==> config.mk <==
export PLATFORM = sky130hd
export DESIGN_NAME = object_scanner_flat
export DESIGN_NICKNAME = d
export VERILOG_FILES = /design/src/rtl/object_scanner_if.sv /design/src/rtl/object_scanner.sv /design/src/flat_wrapper.sv
export SDC_FILE = /design/constraint.sdc
export NUM_CORES = 1
export LEC_CHECK = 0
export ABC_AREA = 1
export BUFFER_PORTS_ARGS = -buffer_cell sky130_fd_sc_hd__buf_2
export CORE_MARGIN = 2
export CORE_UTILIZATION = 50
export CTS_CLUSTER_SIZE = 28
export DETAILED_ROUTE_END_ITERATION = 16
export PLACE_DENSITY = 0.72
export SLEW_MARGIN = 0
export SYNTH_ARGS = -nofsm -noshare
export SYNTH_HDL_FRONTEND = slang
export SYNTH_SLANG_ARGS = --single-unit
==> constraint.sdc <==
create_clock -name clk -period 3.2 [get_ports clk]
set_clock_uncertainty 0.05 [all_clocks]
set_input_delay 0.16 -clock clk [delete_from_list [all_inputs] [get_ports clk]]
set_output_delay 0.16 -clock clk [all_outputs]
set_load 0.01 [all_outputs]
==> src/rtl/object_scanner_if.sv <==
// Result stream of object_scanner toward host/overlay logic.
// Show-ahead valid/ready bundle carrying one kept object per beat.
`ifndef LBL_WIDTH
`define LBL_WIDTH 8
`endif
`ifndef LOC_SIZE
`define LOC_SIZE 10
`endif

interface object_scanner_if #(
  parameter int LBL_W = `LBL_WIDTH,
  parameter int LOC_W = `LOC_SIZE
);
  logic             out_valid;
  logic             out_ready;
  logic [LBL_W-1:0] out_id;
  logic [LOC_W-1:0] out_area;
  logic [LOC_W-1:0] out_x;
  logic [LOC_W-1:0] out_y;

  modport master (
    output out_valid, out_id,
    output out_area, out_x, out_y,
    input  out_ready
  );

  modport slave (
    input  out_valid, out_id,
    input  out_area, out_x, out_y,
    output out_ready
  );
endinterface

==> src/rtl/object_scanner.sv <==
// Post-frame object readout: sweeps labels, filters by area,
// and queues survivors in a show-ahead FIFO.
`ifndef LBL_WIDTH
`define LBL_WIDTH 8
`endif
`ifndef LOC_SIZE
`define LOC_SIZE 10
`endif

module object_scanner #(
  parameter int LBL_W  = `LBL_WIDTH,
  parameter int LOC_W  = `LOC_SIZE,
  parameter int RD_LAT = 1,
  parameter int DEPTH  = 16
) (
  input  logic             clk,
  input  logic             reset,
  input  logic             start,
  input  logic [LBL_W-1:0] num_labels,
  input  logic [LOC_W-1:0] min_area,
  output logic [LBL_W-1:0] obj_id,
  input  logic [LOC_W-1:0] obj_area,
  input  logic [LOC_W-1:0] obj_x,
  input  logic [LOC_W-1:0] obj_y,
  output logic             busy,
  output logic             sweep_done,
  output logic [LBL_W-1:0] kept_count,
  object_scanner_if.master out
);

  localparam int AW = $clog2(DEPTH);
  localparam logic [AW:0] FULL_N = (AW+1)'(DEPTH);
  localparam logic [2:0] WLOAD = 3'(RD_LAT - 1);

  typedef enum logic [1:0] {
    IDLE, WAIT, CAP, DONE
  } state_t;

  typedef struct packed {
    logic [LBL_W-1:0] id;
    logic [LOC_W-1:0] area;
    logic [LOC_W-1:0] x;
    logic [LOC_W-1:0] y;
  } ent_t;

  state_t           state;
  logic [2:0]       wcnt;
  logic [LBL_W-1:0] last_lbl;

  ent_t             mem [DEPTH];
  ent_t             head;
  logic [AW-1:0]    wr_ptr;
  logic [AW-1:0]    rd_ptr;
  logic [AW:0]      count;
  logic             full;
  logic             empty;
  logic             keep;
  logic             push;
  logic             pop;

  assign full  = count == FULL_N;
  assign empty = count == '0;
  assign keep  = (obj_area >= min_area) &&
                 (obj_area != '0);
  assign push  = (state == CAP) && keep && !full;
  assign pop   = out.out_valid && out.out_ready;

  assign head          = mem[rd_ptr];
  assign out.out_valid = !empty;
  assign out.out_id    = empty ? '0 : head.id;
  assign out.out_area  = empty ? '0 : head.area;
  assign out.out_x     = empty ? '0 : head.x;
  assign out.out_y     = empty ? '0 : head.y;

  always_ff @(posedge clk) begin
    if (reset) begin
      state      <= IDLE;
      obj_id     <= '0;
      busy       <= 1'b0;
      sweep_done <= 1'b0;
      kept_count <= '0;
      wcnt       <= '0;
      last_lbl   <= '0;
    end else begin
      sweep_done <= 1'b0;
      unique case (state)
        IDLE: begin
          if (start) begin
            busy <= 1'b1;
            if (num_labels == '0) begin
              state      <= DONE;
              sweep_done <= 1'b1;
            end else begin
              last_lbl   <= num_labels;
              obj_id     <= LBL_W'(1);
              kept_count <= '0;
              wcnt       <= WLOAD;
              state      <= WAIT;
            end
          end
        end
        WAIT: begin
          if (wcnt == '0) state <= CAP;
          else wcnt <= wcnt - 3'd1;
        end
        CAP: begin
          // A kept object facing a full FIFO retries next cycle
          if (!(keep && full)) begin
            if (keep && kept_count != '1)
              kept_count <= kept_count + 1'b1;
            if (obj_id == last_lbl) begin
              state      <= DONE;
              sweep_done <= 1'b1;
            end else begin
              obj_id <= obj_id + 1'b1;
              wcnt   <= WLOAD;
              state  <= WAIT;
            end
          end
        end
        DONE: begin
          state <= IDLE;
          busy  <= 1'b0;
        end
        default: state <= IDLE;
      endcase
    end
  end

  always_ff @(posedge clk) begin
    if (reset) begin
      wr_ptr <= '0;
      rd_ptr <= '0;
      count  <= '0;
    end else begin
      if (push) wr_ptr <= wr_ptr + 1'b1;
      if (pop)  rd_ptr <= rd_ptr + 1'b1;
      count <= count + {{AW{1'b0}}, push}
                     - {{AW{1'b0}}, pop};
    end
  end

  always_ff @(posedge clk) begin
    if (push)
      mem[wr_ptr] <= '{id: obj_id, area: obj_area,
                       x: obj_x, y: obj_y};
  end

endmodule

==> src/flat_wrapper.sv <==
// flat-port wrapper written by rule: the top's interface ports become plain ports
module object_scanner_flat 
#(
  parameter int LBL_W  = `LBL_WIDTH,
  parameter int LOC_W  = `LOC_SIZE,
  parameter int RD_LAT = 1,
  parameter int DEPTH  = 16
)
  (clk, reset, start, num_labels, min_area, obj_id, obj_area, obj_x, obj_y, busy, sweep_done, kept_count, out_out_valid, out_out_id, out_out_area, out_out_x, out_out_y, out_out_ready);
  object_scanner_if #(.LBL_W(LBL_W), .LOC_W(LOC_W)) out_i ();
  input  logic clk;
  input  logic reset;
  input  logic start;
  input  logic [LBL_W-1:0] num_labels;
  input  logic [LOC_W-1:0] min_area;
  output logic [LBL_W-1:0] obj_id;
  input  logic [LOC_W-1:0] obj_area;
  input  logic [LOC_W-1:0] obj_x;
  input  logic [LOC_W-1:0] obj_y;
  output logic busy;
  output logic sweep_done;
  output logic [LBL_W-1:0] kept_count;
  output wire logic [$bits(out_i.out_valid)-1:0] out_out_valid;
  output wire logic [$bits(out_i.out_id)-1:0] out_out_id;
  output wire logic [$bits(out_i.out_area)-1:0] out_out_area;
  output wire logic [$bits(out_i.out_x)-1:0] out_out_x;
  output wire logic [$bits(out_i.out_y)-1:0] out_out_y;
  input wire logic [$bits(out_i.out_ready)-1:0] out_out_ready;
  assign out_out_valid = out_i.out_valid;
  assign out_out_id = out_i.out_id;
  assign out_out_area = out_i.out_area;
  assign out_out_x = out_i.out_x;
  assign out_out_y = out_i.out_y;
  assign out_i.out_ready = out_out_ready;
  object_scanner #(.LBL_W(LBL_W), .LOC_W(LOC_W), .RD_LAT(RD_LAT), .DEPTH(DEPTH)) u_core (.clk(clk), .reset(reset), .start(start), .num_labels(num_labels), .min_area(min_area), .obj_id(obj_id), .obj_area(obj_area), .obj_x(obj_x), .obj_y(obj_y), .busy(busy), .sweep_done(sweep_done), .kept_count(kept_count), .out(out_i));
endmodule
Word level (Yosys, flattened, before mapping) --
Memory sizes are Yosys's and may differ from the RTL's. A register that Yosys moved wholly into a read port is not among the register bits. Index checks and enable logic that the tools add are counted.
Storage, ports and cells: register bits after elaboration 44, bits in latches 0, memory bits (writable) 608, ROM bits 0, output and inout port bits 57, logic and storage cells 92, memories 1
Cells by class: $add $sub $neg 7, multiply operators 0, divide/modulo/power cells 0, order comparisons 1, eq/ne operators 13, shift-type cells 0, mux-type cells 37, bitwise operators 1, reduce and logical (&&, ||, !) cells 22
Memory list:
- u_core.mem | words 16, bits a word 38, read ports 1, clocked after Yosys merged registers in 1, write ports 1, line object_scanner.sv:50 | ent_t mem [DEPTH];
Operators by type and width (number):
- 8-bit two-way mux | 9
- 8-bit one-hot mux with 2 select lines | 2
- 10-bit two-way mux | 3
- 8-bit by 1-bit adder with 8-bit output, second input constant | 2
- 3-bit two-way mux | 5
- 2-bit != test, second input constant | 6
- 10-bit >= comparator | 1
- 2-bit two-way mux | 5
- 5-bit AND reduction | 2
- 10-bit nonzero test | 1
- 3-bit one-hot mux with 3 select lines | 1
- 4-bit by 1-bit adder with 4-bit output, second input constant | 2
- 8-bit equality test | 1
- 8-bit zero test | 1
- 4-bit two-way mux | 2
- 8-bit != test, second input constant | 1
- 2-bit one-hot mux with 4 select lines | 1
- 1-bit two-way mux | 7
- 1-bit logical AND | 6
- 3-bit AND reduction | 2
- 6-bit AND reduction | 1
- 5-bit by 1-bit adder with 5-bit output | 1
- 5-bit equality test, second input constant | 1
- 5-bit zero test | 1
- other kinds (13) | 17

Depth between registers and ports, before layout --
word-level depth 6, depth in mapped cells 17, gate-level depth less buffers 17

Worst setup path before layout --
Ideal clock, no wire load.
kind input port to flip-flop, start point input port min_area[9], end point memory u_core.mem[11][0] (netlist bit), enable pin, arrival time 2.889 ns, data required time 2.717 ns, path slack -0.172 ns, cell stages on the path 10, path through inv_1 -> ha_1 -> nand2_1 -> nor2_1 -> nand3_1 -> nand3_2 -> nand4_2 -> inv_1 -> nand2_1 -> nor2_1
On the way: longest elaborated chain between the ends 6
Ends and longest elaborated chain:
- start: declaration | line flat_wrapper.sv:15 | input logic [LOC_W-1:0] min_area;
- 10-bit >= comparator | line object_scanner.sv:63 | assign keep = (obj_area >= min_area) &&
- 1-bit logical AND | line object_scanner.sv:63
- 1-bit logical AND (2 in a row) | line object_scanner.sv:65 | assign push = (state == CAP) && keep && !full;
- net u_core.push | line object_scanner.sv:58 | logic push;
- 1-bit two-way mux | line object_scanner.sv:144 | if (push)
- 1-bit two-way mux (not written as such) | line object_scanner.sv:145 | mem[wr_ptr] <= '{id: obj_id, area: obj_area,
- end: declaration | line object_scanner.sv:50
The timed path passes the listed nets, and every way through them passes these cells.

==> flow_metrics.tcl <==
set metrics [dict create \
    critical_path_class "reg -> out" \
    gp_routability_congestion 0.818 \
    syn_area_um2 26600 \
    final-instance-count-excl-fill 3007 \
    drive_gt1_share_pct 14.4 \
    static_leak_uw 0.0105 \
    numPlacedInstances 2841 \
    first_pass_iters 5 \
    setup_viol 0 \
    unrepaired_setup_endpoints_after_global_routing "no" \
    finish.net_count 2347 \
    rows 84 \
    timing.critical_path.arrival_ns 2.88 \
    synth.avg_cell_area_um2 12.6 \
    floorplan.die_area_um2 55000 \
    critical_path.reg2reg.startpoint "u_core.count[3]" \
    critical_path_rt_ns 2.99 \
    route.detailed.drc 0 \
    regToRegSetupSlack_ns 0.28 \
    chipWidth_um 235 \
    finalHoldViolations 0 \
    fp.coreArea_um2 52600 \
    synthCells 2102 \
    maxClockFrequency_ghz 0.324 \
    synth-warning-count 0 \
    endpoint_kind "output pin" \
    max_cap_viol_count 0 \
    route.antenna.remaining_nets 0 \
    antenna_found_initial 0 \
    via_count_of_the_first_global_routing_pass 17900 \
    synthTopCellsByArea "edfxtp_1, o21ai_0, nor2_1, o221ai_1, dfxtp_1" \
    num_io_pins 109 \
    dp_wirelength_um 39000 \
    cts.path.max_buffers 3 \
    power_density_nw_per_um2 715 \
    portbufs 108 \
    htree_levels 3 \
    report.final.slew_viol_count 0 \
    ys_types 41 \
    first_pass_grt_wire_length_um 103000 \
    layout_worst_path_cycle_share_pct 96.5 \
    worst_slew_margin_rel_pct 29.6 \
    placed_cell_area_um2 28400 \
    yosys_register_bits 656 \
    timing.final.crit_period_ns 3.09 \
    ctsRootBufferMaster "clkbuf_16" \
    syn-num-nets 2180 \
    critPathLaunchType "register" \
    worst_pin_slew_ns 1.06 \
    worst_skew_pair.late_latency_ns 0.60 \
    cts_made_buffers 68 \
    sink_count 656 \
    insertedDiodeCount 0 \
    drt-wirelength-per-cell_um 22.9 \
    largest_net_degree_at_the_start_of_global_routing 88 \
    synth_top_area_share_pct 68.7 \
    reg2regPathDepth 14 \
    status "completed" \
    fin_area_um2 30900 \
    post-synth-top-area-cell "edfxtp_1" \
    first_iter_violations 2246 \
    floorplan.die.height_um 235 \
    rr_endpoint "u_core.count[4]" \
    all_layer_global_routing_usage_pct 24.9 \
    ir_worst_vdd_mv 0.429 \
    clk_pin_slew_ns 0.06 \
    globalRouteOverflowTotal 0 \
    cts_tree "done" \
    worstHoldPathType "in -> reg" \
    timing.critical_path.fanout_max 62 \
    synthToLayoutAreaGrowth_pct 16.5 \
    start_util_pct 50.6 \
    seq_area_frac_synth_pct 72.3 \
    avgViaCountPerCell 6.04 \
    vias 18200 \
    critPathCapture "out_out_id[1]" \
    wl_um 69000 \
]
==> cell type report <==
class | count | area (um^2)
Inverter | 80 | 318
Clock buffer | 89 | 1840
Multi-Input combinational cell | 1232 | 6510
Timing Repair Buffer | 231 | 1930
Clock inverter | 31 | 259
Fill cell | 4038 | 21600
Sequential cell | 656 | 19200
Tap cell | 688 | 861
==> Yosys cell counts (all sizes together) <==
cell	count
edfxtp	608
nor2	433
o21ai	348
o221ai	120
nand3	99
nand2	85
inv	80
buf	67
clkbuf	67
a21oi	63
dfxtp	48
o22ai	33
ha	25
nand4	7
nor3	3
xnor2	3
xor2	3
a211oi	2
nor3b	2
or2	2
a21o	1
a31o	1
fa	1
nor4	1
==> how the worst min path moves through the flow <==
stage / start / endpoint / slack [ns] / depth (start not counted)
after floorplan: obj_y[0] / u_core.mem[0][0] / 0.21 / 0
after global routing: obj_area[9] / u_core.mem[14][29] / 0.08 / 2
after global placement: num_labels[3] / u_core.last_lbl[3] / 0.36 / 3
after detailed placement: num_labels[7] / u_core.last_lbl[7] / 0.37 / 3
final: obj_area[9] / u_core.mem[14][29] / 0.08 / 2
after CTS: obj_area[9] / u_core.mem[14][29] / 0.07 / 2
==> cells in the final DEF, fill, tap and decap left out, types with 13 or more instances in the layout <==
| cell | instances |
|---|---|
| a21oi_1 | 62 |
| buf_12 | 27 |
| buf_2 | 108 |
| buf_4 | 49 |
| clkbuf_1 | 17 |
| clkbuf_16 | 70 |
| clkinv_1 | 13 |
| dfxtp_1 | 45 |
| dlygate4sd3_1 | 45 |
| edfxtp_1 | 608 |
| ha_1 | 25 |
| inv_1 | 70 |
| nand2_1 | 83 |
| nand3_1 | 96 |
| nor2_1 | 401 |
| nor2_4 | 20 |
| o21ai_0 | 335 |
| o21ai_1 | 13 |
| o221ai_1 | 119 |
| o22ai_1 | 33 |
==> logic make-up after synthesis <==
group           after synthesis  share of synthesized area, %
compound gates              568                          12.6
buf+inv                     214                          3.63
fa+ha+maj                    26                          1.25
simple gates                632                          9.97
xor+xnor                      6                         0.198
flops                       656                          72.3
==> power breakdown <==
group	internal, uW	switching (uW)	leakage (uW)
Sequential	9500	206	0.00588
Combinational	1570	3300	0.00362
Clock	4380	3170	0.00103
==> worst max-delay path, cell delays in order, from the launching register on <==
cell and delay (ns):
dfxtp_4 0.55, inv_4 0.30, buf_12 0.25, o21ai_0 0.15, o221ai_1 0.20, nand3_1 0.18
a21oi_1 0.40, buf_2 0.21
==> per-layer routing <==
layer	vias up	routed length, um	track usage (%)
met5	-	0	0
met4	0	2250	9.96
met3	142	6100	4.01
met2	972	33600	41.3
met1	8915	27000	33.1
li1	8126	-	-
==> timing repair <==
item | in CTS | in global routing
setup endpoints to repair | 0 | 3
endpoints found under the hold margin | 484 | 0
setup buffers | 0 | 1
hold buffers | 45 | 0
gates resized for setup | 0 | 4
==> through the flow <==
step	utilization (%)	setup WS (ns)	TNS, ns	total power [uW]	hold slack, ns
3_3_place_gp	54.0	0.394	0	14500	0.358
2_1_floorplan	-	-0.172	-98.86	12800	0.209
4_1_cts	58.8	0.104	0	22200	0.0703
6_report	58.9	0.113	0	22100	0.0843
3_5_place_dp	54.0	0.242	0	14600	0.374
5_1_grt	58.9	0.0267	0	23000	0.0790
==> state kept, by name, indices dropped and copies added, names as in the netlist, named ones only <==
signal             count
u_core.mem           608
u_core.kept_count      8
u_core.last_lbl        8
u_core.obj_id          8
u_core.count           5
u_core.rd_ptr          4
u_core.wr_ptr          4
u_core.wcnt            3
u_core.state           2
u_core.busy            1
u_core.sweep_done      1
Note: power is estimated with default switching activity, not from simulation.
